$ cat src/rtl/led_pkg.sv
// led_pkg: scheduler state encoding and default parameter values shared by the BCM scheduler files.
package led_pkg;
  localparam int DEF_ROW_BITS     = 5;
  localparam int DEF_PLANES       = 4;
  localparam int DEF_BASE_TICKS   = 16;
  localparam int DEF_BLANK_CYCLES = 2;
  typedef enum logic [2:0] {
    S_IDLE,
    S_PRIME,
    S_WAIT,
    S_BLANK,
    S_LATCH,
    S_UNBLANK
  } state_e;
endpackage

$ cat src/rtl/bcm_timer.sv
// bcm_timer: loadable down-counter that parks at zero and flags it.
module bcm_timer #(
  parameter int W = 8
) (
  input  logic         clk,
  input  logic         reset,
  input  logic         load_i,
  input  logic [W-1:0] load_val_i,
  input  logic         en_i,
  output logic         zero_o
);
  logic [W-1:0] cnt_q, cnt_d;
  always_comb cnt_d = load_i ? load_val_i : (en_i && cnt_q != '0) ? cnt_q - W'(1) : cnt_q;
  always_ff @(posedge clk) cnt_q <= reset ? '0 : cnt_d;
  assign zero_o = cnt_q == '0;
endmodule

$ cat src/rtl/led_bcm_scheduler.sv
// led_bcm_scheduler: BCM row/bit-plane scheduler; shifts the next plane while the current one is lit
// and sequences HUB75 BLANK, LATCH and row address.
module led_bcm_scheduler
  import led_pkg::*;
#(
  parameter int ROW_BITS     = DEF_ROW_BITS,
  parameter int PLANES       = DEF_PLANES,
  parameter int BASE_TICKS   = DEF_BASE_TICKS,
  parameter int BLANK_CYCLES = DEF_BLANK_CYCLES
) (
  input  logic                clk,
  input  logic                reset,
  input  logic                enable,
  output logic                shift_req,
  output logic [ROW_BITS-1:0] shift_row,
  output logic [2:0]          shift_plane,
  input  logic                shift_done,
  output logic                led_blank,
  output logic                led_latch,
  output logic [ROW_BITS-1:0] led_addr,
  output logic [15:0]         frame,
  output logic                frame_strobe
);
  localparam int TW = $clog2(BASE_TICKS) + PLANES;
  localparam int BW = $clog2(BLANK_CYCLES) + 1;
  localparam logic [2:0] LAST_PLANE = 3'(PLANES - 1);
  localparam logic [BW-1:0] BLANK_LOAD = BW'(BLANK_CYCLES - 1);

  state_e state_q, state_d;
  logic [ROW_BITS-1:0] row_q, row_d, srow_q, srow_d, addr_q, addr_d, nrow;
  logic [2:0] plane_q, plane_d, splane_q, splane_d, dplane_q, dplane_d, nplane;
  logic [BW-1:0] bcnt_q, bcnt_d;
  logic [15:0] frame_q, frame_d;
  logic [TW-1:0] tval;
  logic req_q, req_d, shifted_q, shifted_d, strobe_q, strobe_d, blank_q, latch_q;
  logic acc, last_plane, wrap, tload, tzero;

  assign acc        = shift_done && req_q;
  assign last_plane = plane_q == LAST_PLANE;
  assign wrap       = last_plane && row_q == '1;
  assign nplane     = last_plane ? 3'd0 : plane_q + 3'd1;
  assign nrow       = last_plane ? row_q + ROW_BITS'(1) : row_q;
  assign tval       = (TW'(BASE_TICKS) << dplane_q) - TW'(1);

  bcm_timer #(.W(TW)) u_timer (
    .clk       (clk),
    .reset     (reset),
    .load_i    (tload),
    .load_val_i(tval),
    .en_i      (state_q == S_WAIT),
    .zero_o    (tzero)
  );

  always_comb begin
    state_d   = state_q;
    row_d     = row_q;
    plane_d   = plane_q;
    req_d     = acc ? 1'b0 : req_q;
    srow_d    = srow_q;
    splane_d  = splane_q;
    shifted_d = shifted_q;
    bcnt_d    = bcnt_q;
    addr_d    = addr_q;
    dplane_d  = dplane_q;
    frame_d   = frame_q;
    strobe_d  = 1'b0;
    tload     = 1'b0;
    case (state_q)
      S_IDLE: if (enable) begin
        req_d    = 1'b1;
        srow_d   = row_q;
        splane_d = plane_q;
        state_d  = S_PRIME;
      end
      S_PRIME: if (acc) begin
        bcnt_d  = BLANK_LOAD;
        state_d = S_BLANK;
      end
      S_WAIT: begin
        shifted_d = shifted_q || acc;
        if (tzero && (shifted_q || acc)) begin
          bcnt_d  = BLANK_LOAD;
          state_d = S_BLANK;
        end
      end
      S_BLANK: begin
        bcnt_d  = bcnt_q - BW'(1);
        state_d = bcnt_q == '0 ? S_LATCH : S_BLANK;
      end
      S_LATCH: begin
        addr_d   = row_q;
        dplane_d = plane_q;
        state_d  = S_UNBLANK;
      end
      S_UNBLANK: begin
        frame_d  = wrap ? frame_q + 16'd1 : frame_q;
        strobe_d = wrap;
        // dropping enable here parks the scan so the next start begins at (0,0)
        row_d    = enable ? nrow : '0;
        plane_d  = enable ? nplane : 3'd0;
        state_d  = enable ? S_WAIT : S_IDLE;
        if (enable) begin
          tload     = 1'b1;
          req_d     = 1'b1;
          srow_d    = nrow;
          splane_d  = nplane;
          shifted_d = 1'b0;
        end
      end
      default: state_d = S_IDLE;
    endcase
  end

  always_ff @(posedge clk) begin
    if (reset) begin
      state_q   <= S_IDLE;
      row_q     <= '0;
      plane_q   <= '0;
      req_q     <= 1'b0;
      srow_q    <= '0;
      splane_q  <= '0;
      shifted_q <= 1'b0;
      bcnt_q    <= '0;
      addr_q    <= '0;
      dplane_q  <= '0;
      frame_q   <= '0;
      strobe_q  <= 1'b0;
      blank_q   <= 1'b1;
      latch_q   <= 1'b0;
    end else begin
      state_q   <= state_d;
      row_q     <= row_d;
      plane_q   <= plane_d;
      req_q     <= req_d;
      srow_q    <= srow_d;
      splane_q  <= splane_d;
      shifted_q <= shifted_d;
      bcnt_q    <= bcnt_d;
      addr_q    <= addr_d;
      dplane_q  <= dplane_d;
      frame_q   <= frame_d;
      strobe_q  <= strobe_d;
      blank_q   <= state_d != S_WAIT;
      latch_q   <= state_d == S_LATCH;
    end
  end

  assign shift_req    = req_q;
  assign shift_row    = srow_q;
  assign shift_plane  = splane_q;
  assign led_blank    = blank_q;
  assign led_latch    = latch_q;
  assign led_addr     = addr_q;
  assign frame        = frame_q;
  assign frame_strobe = strobe_q;
endmodule
$ cat config.mk
export PLATFORM = sky130hd
export DESIGN_NAME = led_bcm_scheduler
export DESIGN_NICKNAME = d
export VERILOG_FILES = /design/src/rtl/led_pkg.sv /design/src/rtl/bcm_timer.sv /design/src/rtl/led_bcm_scheduler.sv
export SDC_FILE = /design/constraint.sdc
export NUM_CORES = 1
export LEC_CHECK = 0
export ABC_CLOCK_PERIOD_IN_PS = 2500
export BUFFER_PORTS_ARGS = -buffer_cell sky130_fd_sc_hd__buf_4
export CORE_ASPECT_RATIO = 1.75
export CORE_UTILIZATION = 45
export DETAILED_ROUTE_END_ITERATION = 12
export PLACE_DENSITY = 0.71
export SYNTH_ARGS = -nofsm -noshare
export SYNTH_HDL_FRONTEND = slang
export SYNTH_HIERARCHICAL = 1
export SYNTH_SLANG_ARGS = --single-unit
$ cat constraint.sdc
create_clock -name clk -period 2.5 [get_ports clk]
set_input_delay 0.25 -clock clk [delete_from_list [all_inputs] [get_ports clk]]
set_output_delay 0.25 -clock clk [all_outputs]
set_load 0.05 [all_outputs]
==> out/metrics.yaml <==
logic_synthesis:
  ys_warn_count: 6
  synthFlopType: "dfxtp_1"
  synth_area_um2: 2781
  synthMuxAreaShare: 0.03239
  ys_seq_area_frac: 0.4175
  post_synth.cell_area_avg_um2: 8.585
  synth-edff-count: 0
  synth_adder_area_share: 0.03599
  postSynthCellCount: 324
  synth_compound_area_frac: 0.1759
  synthXorXnorAreaFrac: 0.03779
  yosys.area_share.simple: 0.2546
  synth_cell_types: 51
  async_flop_share: 0
  ys_seq_elements: 58
  synth_top_family_by_area: "simple AND/OR/NAND/NOR gates"
layout:
  n_fill_cell: 589
  drive_gt1_frac: 0.1667
  area_growth_pct: 19.12
  fin_nets: 373
  insertedDiodeCount: 0
  design_area_um2: 3313
  final_core_util: 0.5591
timing:
  fin_skew_ns: 0.008360
  slew_violations: 0
  layout_min_cycle_time_ns: 2.365
  hold_violations: 0
  relSlewSlack: 0.5883
  finalSetupViolCount: 0
  worst_slew_pin_slew_ns: 0.6153
  fin_crit_sh: 0.9459
  rsz0062_at_grt: "false"
  tns_ns: 0
  fmax_mhz: 422.9
cts:
  cts_root_buffer: "clkbuf_8"
  cts-resized-gates: 0
  cts_sinks: 58
  htree_num_levels: 3
  cts_made_buffers: 9
  cts_max_path_buffers: 2
  clock_latency_ns: 0.34
  ctsHoldBuffers: 0
  cts_tree: "done"
  clkTransAtPathRegs_ns: 0.06
  cts_setup_buffers: 0
pwr:
  power_switching_mw: 0.4553
  seqPwrFrac: 0.509
  clkPwrFrac: 0.419
  internal-power_mw: 1.421
  peakVddDrop_uv: 279.7
  p_per_area_nw_per_um2: 566.3
  p_comb_frac: 0.072
  p_sw_frac: 0.2427
  power.leakage_nw: 1.266
drt:
  via_per_inst: 5.464
  drtPass1Iterations: 4
  num_vias: 2426
  drt_drc_violations_left: 0
  routed_wl_um: 5960
  detail-route-antenna-nets: 0
  drtIter0Drc: 107
  wl_per_cell_um: 13.42
place:
  port_buffers: 36
  dp.final_hpwl_um: 4306
  placed_area_um2: 3131
  place_congestion: 0.8371
critical_path:
  cp-end-kind: "register"
  cp_max_fo: 9
  crit_top_cell: "ha_1"
  path_cells: "ha_1 -> and3_1 -> ha_1 -> and4_1 -> nand4_1 -> or4_1 -> a21oi_1"
  cp_slowest_stage_delay_ns: 0.57
  critPathKind: "register to register"
  critical_path.slowest_cell: "or4_1"
  arrival_ns: 2.62
  cp.required_ns: 2.76
  cp-start-kind: "register"
floorplanning:
  die_x_um: 61.43
  pin_count: 37
  die_area_um2: 6512
  start_util: 0.4694
  row_count: 37
  core_um2: 5926
  fp.dieH_um: 106.0
global_routing:
  grt_pass1_vias: 2211
  grt_pass1_wl_um: 9860
  grt_usage: 0.2031
  grt_max_degree: 62
  overflow: 0
  antenna_found_initial: 0
hold_path:
  hold_path.class: "input port to register"
status:
  status: "finished clean"
job:
  max_cap_viol_count: 0
[flip-flops by register name (all words and copies together), names as in the netlist]
name           count
row_q              5
u_timer/cnt_q      8
dplane_q           3
led_blank          1
shift_plane        3
led_addr           5
shift_row          5
shift_req          1
frame_strobe       1
plane_q            3
bcnt_q             2
led_latch          1
shifted_q          1
frame             16
state_q            3
[layer usage]
layer | track usage | vias up | share of wire
met2 | 0.3463 | 37 | 0.53
li1 | - | 1255 | -
met5 | 0 | - | 0
met4 | 0.09841 | 0 | 0.019
met3 | 0.05839 | 9 | 0.033
met1 | 0.2198 | 1125 | 0.41
[cells in the mapped netlist, types with 5 or more instances]
cell type	count	area share
clkbuf_1	14	0.019
nor3b_1	5	0.013
mux2i_1	9	0.032
o21ai_0	12	0.022
ha_1	8	0.036
or3_1	12	0.027
nand3_1	11	0.020
inv_1	13	0.018
nor2_1	38	0.051
a211oi_1	5	0.013
nand4_1	5	0.011
xnor2_1	5	0.016
o211ai_1	6	0.016
a21oi_1	27	0.049
dfxtp_1	58	0.42
xor2_1	7	0.022
nor3_1	8	0.014
nand2_1	15	0.020
[worst paths after layout]
check / cells past startpoint / endpoint / startpoint / slack (ns)
max: 7 / frame[15] / row_q[1] / 0.14
min: 3 / shifted_q / shift_done / 0.22
max reg2reg: 7 / frame[15] / row_q[1] / 0.14
min reg2reg: 2 / shifted_q / shifted_q / 0.46
[critical path: cells and delay by family (launching register included)]
kind | cells | cell delay (ns)
simple gates | 4 | 1.31
flops | 1 | 0.41
fa+ha+maj | 2 | 0.43
compound gates | 1 | 0.14
[layout make-up]
type / count / area, um^2 / share of cell area
clock inverters: 2 / 10.01 / 0.003021
repair buffers: 42 / 315.3 / 0.09517
inverters: 13 / 48.80 / 0.01473
multi-input cells: 237 / 1508 / 0.4551
flip-flops and latches: 58 / 1161 / 0.3505
clock buffers: 14 / 172.7 / 0.05211
well taps: 78 / 97.59 / 0.02946
[layout by cell type, fill, tap and decap left out, drive strengths merged, types with 8 or more instances in the layout]
cell type   n
o21ai      12
dfxtp      58
clkbuf     14
buf        42
nor3        8
or3        12
inv        13
ha          8
nor2       38
mux2i       9
a21oi      27
nand3      11
nand2      15
[cells by family after synthesis]
group,count (synthesis)
adder cells (fa/ha/maj),8
XOR/XNOR,12
AND/OR/NAND/NOR,128
other,1
AO/OA/AOI/OAI,76
flip-flops,58
buffers and inverters,32
multiplexers,9
[power by group through the flow]
| stage | clock network, mW | registers (mW) | logic (mW) |
|---|---|---|---|
| after floorplan | 0 | 1.01 | 0.0647 |
| after global placement | 0 | 0.976 | 0.134 |
| after detailed placement | 0 | 0.977 | 0.135 |
| after CTS | 0.813 | 0.956 | 0.135 |
| after global routing | 0.855 | 0.958 | 0.145 |
| final | 0.786 | 0.956 | 0.135 |
[stage by stage]
step / power (mW) / hold WS, ns / cells / setup WS (ns)
2_1_floorplan: 1.073 / 0.3299 / 327 / 0.3595
3_3_place_gp: 1.110 / 0.4448 / 428 / 0.2356
3_5_place_dp: 1.112 / 0.4542 / 428 / 0.1437
4_1_cts: 1.904 / 0.1959 / 444 / 0.1343
5_1_grt: 1.957 / 0.2229 / 444 / 0.001091
6_report: 1.876 / 0.2151 / 444 / 0.1354
(Power assumes the default switching activity.)
